==> src/rtl/sn76489_vgm_player_if.sv <==
`default_nettype none
// ============================================================================
// Module   : sn76489_vgm_player_if
// Brief    : VGM byte-stream handshake plus SN76489 write/status bundle
// Revision : 1.0
// ============================================================================
interface sn76489_vgm_player_if;
    logic [7:0] in_data;
    logic       in_valid;
    logic       out_ready;
    logic       in_restart;
    logic [3:0] out_reg;
    logic [7:0] out_val;
    logic       out_wr;
    logic       out_busy;
    logic       out_done;
    logic       out_err;

    modport master (
        output in_data, in_valid, in_restart,
        input  out_ready, out_reg, out_val, out_wr, out_busy, out_done, out_err
    );

    modport slave (
        input  in_data, in_valid, in_restart,
        output out_ready, out_reg, out_val, out_wr, out_busy, out_done, out_err
    );
endinterface
`default_nettype wire

==> src/rtl/sn76489_vgm_player.sv <==
`default_nettype none
// ============================================================================
// Module   : sn76489_vgm_player
// Brief    : VGM command decoder issuing SN76489 register writes and waits
// Revision : 1.0
// ============================================================================
module sn76489_vgm_player #(
    parameter int SAMPLE_DIV = 567
) (
    input wire                  in_clk,
    input wire                  in_rst,
    sn76489_vgm_player_if.slave bus
);

    localparam logic [9:0] C_DIV_RELOAD = 10'(SAMPLE_DIV - 1);

    typedef enum logic [2:0] {
        S_FETCH = 3'd0,
        S_ARG1  = 3'd1,
        S_ARG2  = 3'd2,
        S_WRITE = 3'd3,
        S_WAIT  = 3'd4,
        S_DONE  = 3'd5,
        S_ERR   = 3'd6
    } state_t;

    state_t      state_q, state_d;
    logic        wait_cmd_q, wait_cmd_d;
    logic [2:0]  latch_q, latch_d;
    logic [7:0]  cnt_lo_q, cnt_lo_d;
    logic [9:0]  div_q, div_d;
    logic [15:0] samp_q, samp_d;
    logic [3:0]  reg_q, reg_d;
    logic [7:0]  val_q, val_d;
    logic        wr_q, wr_d;
    logic        busy_q, busy_d;
    logic        done_q, done_d;
    logic        err_q, err_d;

    logic        ready;
    logic        take;
    logic [15:0] arg_count;

    assign ready     = (state_q == S_FETCH) || (state_q == S_ARG1) || (state_q == S_ARG2);
    assign take      = ready && bus.in_valid;
    assign arg_count = {bus.in_data, cnt_lo_q};

    always_comb begin
        state_d    = state_q;
        wait_cmd_d = wait_cmd_q;
        latch_d    = latch_q;
        cnt_lo_d   = cnt_lo_q;
        div_d      = div_q;
        samp_d     = samp_q;
        reg_d      = reg_q;
        val_d      = val_q;

        case (state_q)
            S_FETCH: begin
                if (take) begin
                    casez (bus.in_data)
                        8'h50: begin state_d = S_ARG1; wait_cmd_d = 1'b0; end
                        8'h61: begin state_d = S_ARG1; wait_cmd_d = 1'b1; end
                        8'h62: begin state_d = S_WAIT; div_d = C_DIV_RELOAD; samp_d = 16'd735; end
                        8'h63: begin state_d = S_WAIT; div_d = C_DIV_RELOAD; samp_d = 16'd882; end
                        8'h66: state_d = S_DONE;
                        8'b0111_????: begin
                            state_d = S_WAIT;
                            div_d   = C_DIV_RELOAD;
                            samp_d  = 16'(bus.in_data[3:0]) + 16'd1;
                        end
                        default: state_d = S_ERR;
                    endcase
                end
            end
            S_ARG1: begin
                if (take) begin
                    if (wait_cmd_q) begin
                        cnt_lo_d = bus.in_data;
                        state_d  = S_ARG2;
                    end else begin
                        // A latch byte updates the register index before it is used.
                        if (bus.in_data[7]) begin
                            latch_d = bus.in_data[6:4];
                        end
                        reg_d   = {1'b0, (bus.in_data[7] ? bus.in_data[6:4] : latch_q)};
                        val_d   = bus.in_data;
                        state_d = S_WRITE;
                    end
                end
            end
            S_ARG2: begin
                if (take) begin
                    if (arg_count == 16'd0) begin
                        state_d = S_FETCH;
                    end else begin
                        state_d = S_WAIT;
                        div_d   = C_DIV_RELOAD;
                        samp_d  = arg_count;
                    end
                end
            end
            S_WRITE: state_d = S_FETCH;
            S_WAIT: begin
                if (div_q == 10'd0) begin
                    div_d  = C_DIV_RELOAD;
                    samp_d = samp_q - 16'd1;
                    if (samp_q == 16'd1) begin
                        state_d = S_FETCH;
                    end
                end else begin
                    div_d = div_q - 10'd1;
                end
            end
            S_DONE, S_ERR: begin
                if (bus.in_restart) begin
                    state_d = S_FETCH;
                end
            end
            default: state_d = S_FETCH;
        endcase

        // Status flags follow the next state so they line up with the state register.
        wr_d   = (state_d == S_WRITE);
        busy_d = (state_d == S_WAIT);
        done_d = (state_d == S_DONE);
        err_d  = (state_d == S_ERR);
    end

    always_ff @(posedge in_clk or negedge in_rst) begin
        if (!in_rst) begin
            state_q    <= S_FETCH;
            wait_cmd_q <= 1'b0;
            latch_q    <= 3'd0;
            cnt_lo_q   <= 8'd0;
            div_q      <= 10'd0;
            samp_q     <= 16'd0;
            reg_q      <= 4'd0;
            val_q      <= 8'd0;
            wr_q       <= 1'b0;
            busy_q     <= 1'b0;
            done_q     <= 1'b0;
            err_q      <= 1'b0;
        end else begin
            state_q    <= state_d;
            wait_cmd_q <= wait_cmd_d;
            latch_q    <= latch_d;
            cnt_lo_q   <= cnt_lo_d;
            div_q      <= div_d;
            samp_q     <= samp_d;
            reg_q      <= reg_d;
            val_q      <= val_d;
            wr_q       <= wr_d;
            busy_q     <= busy_d;
            done_q     <= done_d;
            err_q      <= err_d;
        end
    end

    assign bus.out_ready = ready;
    assign bus.out_reg   = reg_q;
    assign bus.out_val   = val_q;
    assign bus.out_wr    = wr_q;
    assign bus.out_busy  = busy_q;
    assign bus.out_done  = done_q;
    assign bus.out_err   = err_q;

endmodule
`default_nettype wire

==> src/flat_wrapper.sv <==
// flat-port wrapper written by rule: the top's interface ports become plain ports
module sn76489_vgm_player_flat 
#(
    parameter int SAMPLE_DIV = 567
)
  (in_clk, in_rst, bus_in_data, bus_in_valid, bus_in_restart, bus_out_ready, bus_out_reg, bus_out_val, bus_out_wr, bus_out_busy, bus_out_done, bus_out_err);
  sn76489_vgm_player_if bus_i ();
  input wire in_clk;
  input wire in_rst;
  input wire logic [$bits(bus_i.in_data)-1:0] bus_in_data;
  input wire logic [$bits(bus_i.in_valid)-1:0] bus_in_valid;
  input wire logic [$bits(bus_i.in_restart)-1:0] bus_in_restart;
  output wire logic [$bits(bus_i.out_ready)-1:0] bus_out_ready;
  output wire logic [$bits(bus_i.out_reg)-1:0] bus_out_reg;
  output wire logic [$bits(bus_i.out_val)-1:0] bus_out_val;
  output wire logic [$bits(bus_i.out_wr)-1:0] bus_out_wr;
  output wire logic [$bits(bus_i.out_busy)-1:0] bus_out_busy;
  output wire logic [$bits(bus_i.out_done)-1:0] bus_out_done;
  output wire logic [$bits(bus_i.out_err)-1:0] bus_out_err;
  assign bus_i.in_data = bus_in_data;
  assign bus_i.in_valid = bus_in_valid;
  assign bus_i.in_restart = bus_in_restart;
  assign bus_out_ready = bus_i.out_ready;
  assign bus_out_reg = bus_i.out_reg;
  assign bus_out_val = bus_i.out_val;
  assign bus_out_wr = bus_i.out_wr;
  assign bus_out_busy = bus_i.out_busy;
  assign bus_out_done = bus_i.out_done;
  assign bus_out_err = bus_i.out_err;
  sn76489_vgm_player #(.SAMPLE_DIV(SAMPLE_DIV)) u_core (.in_clk(in_clk), .in_rst(in_rst), .bus(bus_i));
endmodule
==> config.mk <==
export PLATFORM = sky130hd
export DESIGN_NAME = sn76489_vgm_player_flat
export DESIGN_NICKNAME = d
export VERILOG_FILES = /design/src/rtl/sn76489_vgm_player_if.sv /design/src/rtl/sn76489_vgm_player.sv /design/src/flat_wrapper.sv
export SDC_FILE = /design/constraint.sdc
export NUM_CORES = 1
export LEC_CHECK = 0
export ABC_AREA = 1
export CORE_ASPECT_RATIO = 1.25
export CORE_MARGIN = 2
export CORE_UTILIZATION = 40
export DETAILED_ROUTE_END_ITERATION = 16
export GPL_TIMING_DRIVEN = 0
export PLACE_DENSITY = 0.59
export SLEW_MARGIN = 20
export SYNTH_ARGS = -nofsm -noshare
export SYNTH_HDL_FRONTEND = slang
export SYNTH_SLANG_ARGS = --single-unit
==> constraint.sdc <==
create_clock -name in_clk -period 4.44 [get_ports in_clk]
set_input_delay 0.666 -clock in_clk [delete_from_list [all_inputs] [get_ports in_clk]]
set_output_delay 0.666 -clock in_clk [all_outputs]
set_load 0.02 [all_outputs]
==> metrics.cfg <==
[yosys]
synth_top_family_by_area=simple AND/OR/NAND/NOR gates
synth_top_cells_by_count=nand2_1, nor2_1, dfrtp_1
synth-edff-count=0
synth_ff_type=dfrtp_1
synth_nets=497
yosysTopAreaCellShare_pct=38.9
synth_top_cell_by_area=dfrtp_1
synth-compound-area-share_pct=11.3
synth_xor_area_share_pct=1.03
netlist_area_um2=3410
ys_seq_area_share_pct=38.9
syn_avg_cell_area_um2=7.15
ys_top_cells_by_area=dfrtp_1, nand2_1, nand3_1, nor2_1, o21ai_0
synth_adder_area_share_pct=2.94
yosys_warnings=0
synthArstFlopShare_pct=100
synth.most_common_cell=nand2_1
yosys.area_share.simple_pct=37.9
ys_ff_latch=53
ys_types=35
syn_inst=477
synth_mux_area_share_pct=0

[cells_and_area]
register_area_um2=1330
syn_to_final_growth_pct=15.0
num_antenna_cells=0
multi_input_area_um2=1820
drive_gt1_share_pct=10.4
nNetsFinal=530
fill_cells=844
fin_cells=608

[route]
drtIter0Drc=213
viasPerCell=5.01
vias=3047
routedWlPerCell_um=13.8
drt-pass1-iter-count=4
drc=0
wirelength_um=8400
ant_nets=0

[critical_path]
start_kind=input port
worstPathRequired_ns=4.71
cpMostUsedCell=nand2_1
crit_end=u_core.samp_q[3]
r2r_start=u_core.div_q[0]
endpoint_kind=register
path_max_fanout=10
r2r_slack_ns=2.55
ff2ff_path_depth=11
path_cells=clkdlybuf4s50_1 -> inv_1 -> ha_1 -> nand2_1 -> nor2_1 -> nand3_1 -> nand3_4 -> nor2_8 -> buf_8 -> nand2_1 -> nand2_1
cp-startpoint=bus_in_data[0]
critPathKind=in -> reg
cp_slowest_cell=clkdlybuf4s50_1
cp.arrival_ns=2.66
r2r_end=u_core.samp_q[3]
critPathMaxStageDelay_ns=0.58

[power_and_ir_drop]
internal_power_mw=1.02
irDropWorstVdd_mv=0.203
p_switching_uw=595
pwr-share-clk_pct=24.6
p_sw_share_pct=36.8
p_per_area_nw_per_um2=412
p_seq_share_pct=41.5
pwr-share-comb_pct=33.9
p_leak_nw=1.90

[global_route]
gr-total-overflow=0
antenna_found_initial=0
grt_max_degree=54
grt_pass1_wl_um=14400
grt_usage_pct=19.7
grt_pass1_vias=3074

[place]
gp_congestion=0.861
dp_hpwl_um=6360
place_ws_ns=1.70
portBuffers=26
placed_cells=600

[clock_tree]
post_cts_buffers=0
clkLatencyLatePin_ns=0.32
htreeDepth=2
cts-root-buf=clkbuf_8
clock_path_buffers=2
cts_tree=built
ctsResizeCount=0
cts_buffers=5
cts.sinks=53
cts.clk_slew.worst_paths_ns=0.11
cts_hold_buffers=0

[die]
num_rows=37
start_util_pct=41.4
die_area_um2=9280
core_um2=8240
die_h_um=107
io_pins=29
die_w_um=86.6

[worst_hold_path]
hp-class=in -> async

[timing]
fin_ws_ns=2.04
max_freq_mhz=417
grt_setup_unrepaired=no
min_period_over_period_pct=54.0
fin_setup_tns_ns=0
slew_violations=0
finalSetupViolations=0
clock_skew_ns=0.0111
min_period_ns=2.40
worstMarginPinSlew_ns=0.691
hold_viol_final=0
slew_headroom_pct=53.9
holdWs_ns=0.372

[flow_run]
max_cap_viol_count=0

[status]
outcome=finished, final reports clean

-- flip-flops by register name, summed over array words and instances, names as in the netlist --
signal,count
u_core.latch_q,3
u_core.bus.out_err,1
u_core.cnt_lo_q,8
u_core.bus.out_wr,1
u_core.bus.out_busy,1
u_core.div_q,10
u_core.samp_q,16
u_core.bus.out_done,1
u_core.state_q,3
u_core.wait_cmd_q,1
u_core.bus.out_val,8
-- layout by cell type (no fill, tap or decap), types with 2 or more instances in the layout --
master and n:
inv_2 2, nand2_4 2, nand3b_1 3, buf_2 4, buf_4 2, xor2_1 3
nor3_1 2, clkbuf_8 5, a21oi_1 10, nand2_1 139, o21ai_0 42, nor2_4 3
nand3_4 2, nor2_2 6, nor3_2 2, buf_8 2, nand4_1 12, dfrtp_1 53
or2_2 3, nor2_1 57, clkdlybuf4s50_1 25, nand3_1 45, o21ai_1 2, o21bai_1 2
nand2_2 6, bufinv_16 2, ha_1 8, inv_1 48, o21ai_2 9
-- power groups by stage --
stage          combinational, mW  clock [mW]  sequential, mW
2_1_floorplan              0.435           0           0.658
3_3_place_gp               0.537           0           0.677
3_5_place_dp               0.548           0           0.679
4_1_cts                    0.550       0.406           0.671
5_1_grt                    0.635       0.426           0.687
6_report                   0.548       0.398           0.671
-- layout make-up --
type | count | area share, %
buffer | 9 | 1.85
clock buffer | 5 | 1.75
tap | 97 | 3.09
clock inverter | 3 | 1.66
timing repair buffer | 26 | 6.57
inverter | 51 | 4.88
sequential | 53 | 33.8
multi-input combinational | 364 | 46.4
-- cells by family (layout without fill, tap and decap cells) --
kind of cell | after synthesis | count (layout)
compound gates | 68 | 68
xor+xnor | 4 | 4
flops | 53 | 53
simple gates | 283 | 283
fa+ha+maj | 8 | 8
buf+inv | 60 | 94
other cells | 1 | 1
-- metal layers --
metal / routed length [µm] / GRT usage (%) / vias up / share of wire, %
met2: 4270 / 34.2 / 46 / 51
met4: 94 / 6.14 / 0 / 1.1
met1: 3770 / 24.8 / 1392 / 45
met3: 262 / 3.08 / 8 / 3.1
met5: 0 / 0 / - / 0
li1: - / - / 1601 / -
-- critical path: cells and delay by family --
family	cells	cell delay, ns
adder cells (fa/ha/maj)	1	0.22
buffers and inverters	3	0.91
AND/OR/NAND/NOR	7	0.85
-- metrics by stage --
| stage | utilization, % | total power [mW] | instance area (µm²) |
|---|---|---|---|
| after floorplan | - | 1.09 | 3410 |
| after global placement | 46.0 | 1.21 | 3790 |
| after detailed placement | 46.0 | 1.23 | 3790 |
| after CTS | 47.6 | 1.63 | 3920 |
| after global routing | 47.6 | 1.75 | 3920 |
| final | 47.6 | 1.62 | 3920 |
-- how the worst min path moves through the flow --
stage,endpoint,slack (ns)
after floorplan,u_core.bus.out_busy,0.37
after detailed placement,u_core.bus.out_val[7],0.47
final,u_core.samp_q[0],0.37
after global routing,u_core.samp_q[0],0.45
after CTS,u_core.samp_q[0],0.41
after global placement,u_core.bus.out_val[7],0.46
Power figures use the tool's default switching activity.
